==> src/rtl/long_mult_pkg.sv <==
// Shared types and helpers for the pipelined long multiplier.
// stage_reg_t is sized from LM_DATA_WIDTH; the top checks that its
// DATA_WIDTH parameter agrees, so change both together.
package long_mult_pkg;

  localparam int LM_DATA_WIDTH        = 8;
  localparam int LM_PRODUCT_PER_STAGE = 4;

  // Number of pipeline stages for a given operand width and bits per stage.
  function automatic int num_stages(input int data_width, input int product_per_stage);
    return data_width / product_per_stage;
  endfunction

  // Contents of one pipeline register bank.
  //   a_mag    : |A|, carried unchanged through the pipe
  //   b_rem    : B magnitude bits not yet consumed, LSB = next bit to use
  //   partial  : running upper partial product below the carry
  //   carry    : top bit of the running upper partial product
  //   low_bits : final low result bits, shifted in from the MSB end
  //   neg      : result must be negated at the output
  //   valid    : slot holds a live transaction
  typedef struct packed {
    logic [LM_DATA_WIDTH-1:0] a_mag;
    logic [LM_DATA_WIDTH-1:0] b_rem;
    logic [LM_DATA_WIDTH-2:0] partial;
    logic                     carry;
    logic [LM_DATA_WIDTH-1:0] low_bits;
    logic                     neg;
    logic                     valid;
  } stage_reg_t;

endpackage

==> src/rtl/long_multiplier_product_row.sv <==
// One shift-add row: adds (A AND b_bit) to the running upper partial
// product {carry_in, partial_in}. The sum's LSB is a finished result bit;
// the remaining bits become the next row's partial product and carry.
module long_multiplier_product_row #(
  parameter int DATA_WIDTH = 8
) (
  input  logic [DATA_WIDTH-1:0] a_mag,
  input  logic                  b_bit,
  input  logic [DATA_WIDTH-2:0] partial_in,
  input  logic                  carry_in,
  output logic                  low_bit,
  output logic [DATA_WIDTH-2:0] partial_out,
  output logic                  carry_out
);

  logic [DATA_WIDTH:0] sum;

  // Row sum: gated multiplicand plus the upper accumulator (carry is its MSB).
  always_comb begin
    sum = {1'b0, a_mag & {DATA_WIDTH{b_bit}}} + {1'b0, carry_in, partial_in};
  end

  assign low_bit     = sum[0];
  assign partial_out = sum[DATA_WIDTH-1:1];
  assign carry_out   = sum[DATA_WIDTH];

endmodule

==> src/rtl/pipelined_long_multiplier_stage.sv <==
// Combinational body of one pipeline stage: PRODUCT_PER_STAGE chained
// add rows, each consuming the next unconsumed bit of |B|.
module pipelined_long_multiplier_stage #(
  parameter int DATA_WIDTH        = 8,
  parameter int PRODUCT_PER_STAGE = 4
) (
  input  logic [DATA_WIDTH-1:0] a_mag,
  input  logic [DATA_WIDTH-1:0] b_rem_in,
  input  logic [DATA_WIDTH-2:0] partial_in,
  input  logic                  carry_in,
  input  logic [DATA_WIDTH-1:0] low_in,
  output logic [DATA_WIDTH-1:0] b_rem_out,
  output logic [DATA_WIDTH-2:0] partial_out,
  output logic                  carry_out,
  output logic [DATA_WIDTH-1:0] low_out
);

  // Chain nodes: index i is the input of row i, index PRODUCT_PER_STAGE is the stage output.
  logic [DATA_WIDTH-2:0]        partial_c [PRODUCT_PER_STAGE+1];
  logic                         carry_c   [PRODUCT_PER_STAGE+1];
  logic [DATA_WIDTH-1:0]        low_c     [PRODUCT_PER_STAGE+1];
  logic [PRODUCT_PER_STAGE-1:0] row_low;

  assign partial_c[0] = partial_in;
  assign carry_c[0]   = carry_in;
  assign low_c[0]     = low_in;

  for (genvar i = 0; i < PRODUCT_PER_STAGE; i++) begin : g_row
    long_multiplier_product_row #(
      .DATA_WIDTH(DATA_WIDTH)
    ) u_row (
      .a_mag      (a_mag),
      .b_bit      (b_rem_in[i]),
      .partial_in (partial_c[i]),
      .carry_in   (carry_c[i]),
      .low_bit    (row_low[i]),
      .partial_out(partial_c[i+1]),
      .carry_out  (carry_c[i+1])
    );

    // Each finished bit enters at the MSB so that after all DATA_WIDTH rows
    // the first finished bit has arrived at bit 0.
    assign low_c[i+1] = {row_low[i], low_c[i][DATA_WIDTH-1:1]};
  end

  assign partial_out = partial_c[PRODUCT_PER_STAGE];
  assign carry_out   = carry_c[PRODUCT_PER_STAGE];
  assign low_out     = low_c[PRODUCT_PER_STAGE];
  assign b_rem_out   = b_rem_in >> PRODUCT_PER_STAGE;

endmodule

==> src/rtl/pipelined_long_multiplier_hs.sv <==
// Fully pipelined shift-add multiplier, DATA_WIDTH x DATA_WIDTH -> 2*DATA_WIDTH,
// with valid/ready handshake, global stall and per-transaction signed mode.
// Optional feature macro: LONG_MULT_FLUSH_EN (adds flush_i, clears the pipe).
//
// Handshake: an input transfers on a rising edge where valid_i && ready_o;
// an output transfers where valid_o && ready_i. When valid_o is high and
// ready_i low the whole pipe stalls (bubbles included), ready_o drops and
// product_o/valid_o hold. Flush, when built in, wins over stall and drops
// any input presented in the same cycle.
module pipelined_long_multiplier_hs
  import long_mult_pkg::*;
#(
  parameter int DATA_WIDTH        = LM_DATA_WIDTH,
  parameter int PRODUCT_PER_STAGE = LM_PRODUCT_PER_STAGE
) (
  input  logic                    clk_i,
  input  logic                    rst_i,
  input  logic [DATA_WIDTH-1:0]   operand_A_i,
  input  logic [DATA_WIDTH-1:0]   operand_B_i,
  input  logic                    signed_i,
  input  logic                    valid_i,
  output logic                    ready_o,
  output logic [2*DATA_WIDTH-1:0] product_o,
  output logic                    valid_o,
  input  logic                    ready_i
`ifdef LONG_MULT_FLUSH_EN
  ,
  input  logic                    flush_i
`endif
);

  localparam int NUM_STAGES = num_stages(DATA_WIDTH, PRODUCT_PER_STAGE);

  // The register struct is sized by the package; refuse mismatched builds.
  if (DATA_WIDTH != LM_DATA_WIDTH) begin : g_width_check
    $error("DATA_WIDTH must equal long_mult_pkg::LM_DATA_WIDTH");
  end

  logic                    flush;
  logic                    stall;
  logic                    accept;
  logic [DATA_WIDTH-1:0]   a_abs;
  logic [DATA_WIDTH-1:0]   b_abs;
  logic [2*DATA_WIDTH-1:0] magnitude;
  stage_reg_t              head;
  stage_reg_t              stage_in [NUM_STAGES];
  stage_reg_t              stage_d  [NUM_STAGES];
  stage_reg_t              stage_q  [NUM_STAGES];

`ifdef LONG_MULT_FLUSH_EN
  assign flush = flush_i;
`else
  assign flush = 1'b0;
`endif

  assign stall   = stage_q[NUM_STAGES-1].valid && !ready_i;
  assign ready_o = flush || !stall;
  assign accept  = valid_i && ready_o && !flush;

  // Stage 0 input: operand magnitudes and result sign; accumulators start at zero.
  always_comb begin
    a_abs = (signed_i && operand_A_i[DATA_WIDTH-1]) ? -operand_A_i : operand_A_i;
    b_abs = (signed_i && operand_B_i[DATA_WIDTH-1]) ? -operand_B_i : operand_B_i;
    head          = '0;
    head.a_mag    = a_abs;
    head.b_rem    = b_abs;
    head.partial  = '0;
    head.carry    = 1'b0;
    head.low_bits = '0;
    head.neg      = signed_i & (operand_A_i[DATA_WIDTH-1] ^ operand_B_i[DATA_WIDTH-1]);
    head.valid    = accept;
  end

  for (genvar k = 0; k < NUM_STAGES; k++) begin : g_stage
    logic [DATA_WIDTH-1:0] b_rem_nx;
    logic [DATA_WIDTH-2:0] partial_nx;
    logic                  carry_nx;
    logic [DATA_WIDTH-1:0] low_nx;

    if (k == 0) begin : g_first
      assign stage_in[k] = head;
    end else begin : g_next
      assign stage_in[k] = stage_q[k-1];
    end

    pipelined_long_multiplier_stage #(
      .DATA_WIDTH       (DATA_WIDTH),
      .PRODUCT_PER_STAGE(PRODUCT_PER_STAGE)
    ) u_stage (
      .a_mag      (stage_in[k].a_mag),
      .b_rem_in   (stage_in[k].b_rem),
      .partial_in (stage_in[k].partial),
      .carry_in   (stage_in[k].carry),
      .low_in     (stage_in[k].low_bits),
      .b_rem_out  (b_rem_nx),
      .partial_out(partial_nx),
      .carry_out  (carry_nx),
      .low_out    (low_nx)
    );

    // Next register contents: arithmetic fields from the rows, the rest passes through.
    always_comb begin
      stage_d[k]          = stage_in[k];
      stage_d[k].b_rem    = b_rem_nx;
      stage_d[k].partial  = partial_nx;
      stage_d[k].carry    = carry_nx;
      stage_d[k].low_bits = low_nx;
    end

    // Register bank: flush clears valid even under stall; stall freezes everything.
    always_ff @(posedge clk_i or posedge rst_i) begin
      if (rst_i) begin
        stage_q[k] <= '0;
      end else if (flush) begin
        stage_q[k].valid <= 1'b0;
      end else if (!stall) begin
        stage_q[k] <= stage_d[k];
      end
    end
  end

  // Output: reassemble the magnitude and apply the sign from the last bank.
  always_comb begin
    magnitude = {stage_q[NUM_STAGES-1].carry,
                 stage_q[NUM_STAGES-1].partial,
                 stage_q[NUM_STAGES-1].low_bits};
    product_o = stage_q[NUM_STAGES-1].neg ? -magnitude : magnitude;
    valid_o   = stage_q[NUM_STAGES-1].valid;
  end

endmodule

==> config.mk <==
export PLATFORM = sky130hd
export DESIGN_NAME = pipelined_long_multiplier_hs
export DESIGN_NICKNAME = d
export VERILOG_FILES = /design/src/rtl/long_mult_pkg.sv /design/src/rtl/long_multiplier_product_row.sv /design/src/rtl/pipelined_long_multiplier_stage.sv /design/src/rtl/pipelined_long_multiplier_hs.sv
export SDC_FILE = /design/constraint.sdc
export NUM_CORES = 1
export LEC_CHECK = 0
export BUFFER_PORTS_ARGS = -buffer_cell sky130_fd_sc_hd__buf_2
export CAP_MARGIN = 20
export CORE_ASPECT_RATIO = 0.6
export CORE_MARGIN = 2
export CORE_UTILIZATION = 30
export DETAILED_ROUTE_END_ITERATION = 10
export PLACE_DENSITY = 0.57
export SYNTH_ARGS = -nofsm -noshare
export SYNTH_HDL_FRONTEND = slang
export SYNTH_SLANG_ARGS = --single-unit
==> constraint.sdc <==
create_clock -name clk_i -period 5.67 [get_ports clk_i]
set_input_delay 0.567 -clock clk_i [delete_from_list [all_inputs] [get_ports clk_i]]
set_output_delay 0.567 -clock clk_i [all_outputs]
set_load 0.05 [all_outputs]
==> metrics.txt <==
number of optimization iterations in the first detailed-route pass=5; Iteration-0 DRC Markers=238; total of endpoints with negative setup slack in the final report=0; areal power density over the cells=576 nW/um2; synthesized instance count=567; Syn Std Cell Area=4560 um2; final number of max-transition violations=0; clock tree from TritonCTS=built; Relative slew margins=50.2%; setup TNS=0 ns; R2R Path End=magnitude[13]$_DFFE_PP0N_; x dimension of the die=163 um; R2R Setup Slk=0.35 ns; Reg clk slew, reported paths=0.07 ns; startpoint class of the critical path=flip-flop; top-level port count=39; total routing resource utilization after global routing=13.8%; Cell Count, Final, Fillers Out=806; share of post-route cells with drive strength above 1=9.87%; standby leakage power=2.53 nW; net count reported at finish=697; post-cts gate resize count=0; placed wire-length estimate after detailed placement=8.57 mm; run status=finished, final reports clean; standard cell core area=14,700 um2; minimum period implied by the final worst setup slack=5.32 ns; final setup slack of the worst path=0.346 ns; area after detailed placement=5000 um2; number of vias after detailed routing=3,981; post-layout power=2.98 mW; Cell Rows=34; type of the worst setup path=flip-flop to flip-flop; number of antenna violations at the first check in global routing=0; Area Overhead vs Synth=13.4%; number of synthesized flops with an enable pin=0; effective utilization at floorplan=31.0%; length in cells of the worst reg-to-reg path=23; first-pass GRT wire length=18.6 mm; worst hold slack after final layout=0.403 ns; final estimated routing congestion in global placement=0.897; synthesized flop and latch total=44; Post-synth ARST share=100%; Routed WL=10.8 mm; Unique masters post-synth=45; CP Data Required Time=5.83 ns; Post-Route Utilization=35.2%; Final Hold Fails=0; signal arrival time at the worst endpoint=5.48 ns; area of the die=16,200 um2; highest fanout seen on the critical path=9; number of routed nets with antenna violations=0; count of buffers added by post-CTS timing repair for setup=0; Setup WS pre-CTS=0.418 ns; maximum resistive drop on vdd=0.265 mV; launch point of the worst path=stage_in[18]$_DFFE_PP0N_; number of cells in the design after placement=798; H-tree lvl count=2; via count of the first global-routing pass=3,887; maximum number of pins on one net before global-route repair=50; path type of the worst min-delay path=primary input to asynchronous set/reset pin; average detailed-routed wire length per instance=13.3 um; hold-fix buffers at CTS=0; clock network latency to the later pin of the worst-skew pair=0.29 ns; synthesized area per cell=8.04 um2; Synth Flop Type=dfrtp_1; period utilization=93.9%; post-synth net total=657; type of destination of the critical path=flip-flop; buffer depth of the longest clock path=2; Worst R2R Start=stage_in[18]$_DFFE_PP0N_; setup repair after global routing missed its margin=no; sequential area share after synthesis=24.2%; number of antenna cells inserted=0; design area=5170 um2; max-cap violations=0; Worst Tran Pin Value=0.742 ns; worst clock skew on the final layout=0.00495 ns; Synthesis Warnings=0; vias per cell=4.94; Port Buf Inserts=38; Critical path destination=magnitude[13]$_DFFE_PP0N_; root buffer selected by CTS=clkbuf_16; Max Fclk=0.188 GHz; total grt overflow=0; Num CTS Buffers=5; Die Y=99.5 um; clock sink count=44; DRC Markers=0
-- sequential cells by signal (all words and copies together), names as in the netlist --
signal,count
stage_d,10
stage_q,1
magnitude,16
stage_in,16
valid_o,1
-- kinds of logic (layout without fill, tap and decap cells) --
logic type / Yosys count / count (layout) / share of synthesized area, %
xor gates and xnor gates: 62 / 62 / 11.9
and+or+nand+nor: 221 / 221 / 22.5
muxes: 2 / 2 / 0.439
DFF: 44 / 44 / 24.2
buffers and inverters: 41 / 82 / 3.46
adders and majority gates: 69 / 69 / 20.1
AOI/OAI and AO/OA: 128 / 128 / 17.4
-- report_power, final --
| part | internal, mW | leakage, nW | switching, mW |
|---|---|---|---|
| sequential | 0.420 | 0.537 | 0.103 |
| combinational | 0.865 | 1.91 | 1.25 |
| clock | 0.210 | 0.0804 | 0.131 |
-- metal layers --
metal	track usage (%)	part of all wire (%)	up-vias	wire (um)
met5	0	0	-	0
met4	2.11	0.45	0	48
met3	2.29	3.8	5	411
met2	20.2	40	77	4260
met1	21.5	56	1855	6030
li1	-	-	2044	-
-- synth_stat cells, types with 10 or more instances --
cell      instances  area (um2)
o21ai_0          41         205
a21oi_1          31         155
a21o_1           11        82.6
inv_1            29         109
dfrtp_1          44        1100
clkbuf_1         10        37.5
nand3_1          11        55.1
ha_1             62         776
xnor2_1          44         385
and2_1           32         200
nand2_1          82         308
nor3_1           12        60.1
xor2_1           18         158
a31oi_1          10        62.6
nor2_1           56         210
-- layout make-up --
cell class / count / area, um2
Multi-Input combinational cell: 482 / 3300
Inverter: 30 / 113
Tap cell: 198 / 248
Clock inverter: 3 / 46.3
Timing Repair Buffer: 44 / 235
Sequential cell: 44 / 1100
Clock buffer: 5 / 125
Fill cell: 1544 / 9510
-- worst max-delay path: stages, from the launching register on --
cell and delay [ns]:
dfrtp_1 0.51, and2_1 0.18, ha_1 0.17, inv_1 0.06, fa_1 0.42, nor2b_1 0.13
o21ai_0 0.12, nand2_1 0.11, xor2_1 0.22, ha_1 0.29, a21o_1 0.19, a221o_1 0.38
xor2_1 0.16, ha_1 0.37, nand3_1 0.09, o211ai_1 0.26, nor2_1 0.09, xnor2_1 0.14
ha_1 0.34, and2_1 0.16, a311o_1 0.32, a21oi_1 0.22, xor2_1 0.17, o21ai_0 0.08
-- cells in the final DEF, fill, tap and decap left out, types with 12 or more instances in the layout --
cell,netlist,final
nand2_1,82,82
xnor2_1,44,44
and2_1,32,32
xor2_1,18,18
inv_1,29,28
o21ai_0,41,41
nor2_1,56,56
ha_1,62,62
nor3_1,12,12
dfrtp_1,44,44
buf_2,0,38
a21oi_1,31,31
-- worst min-delay path by stage --
stage	cells after the start	endpoint	slack, ns
CTS	3	stage_in[7]$_DFFE_PP0N_	0.42
global route	3	stage_in[7]$_DFFE_PP0N_	0.47
finish	3	magnitude[0]$_DFFE_PP0N_	0.40
global placement	2	stage_d[0]$_DFFE_PP0N_	0.45
floorplan	2	stage_d[0]$_DFFE_PP0N_	0.43
detailed placement	1	valid_o$_DFFE_PP0N_	0.45
Note: power is estimated with default switching activity, not from simulation.
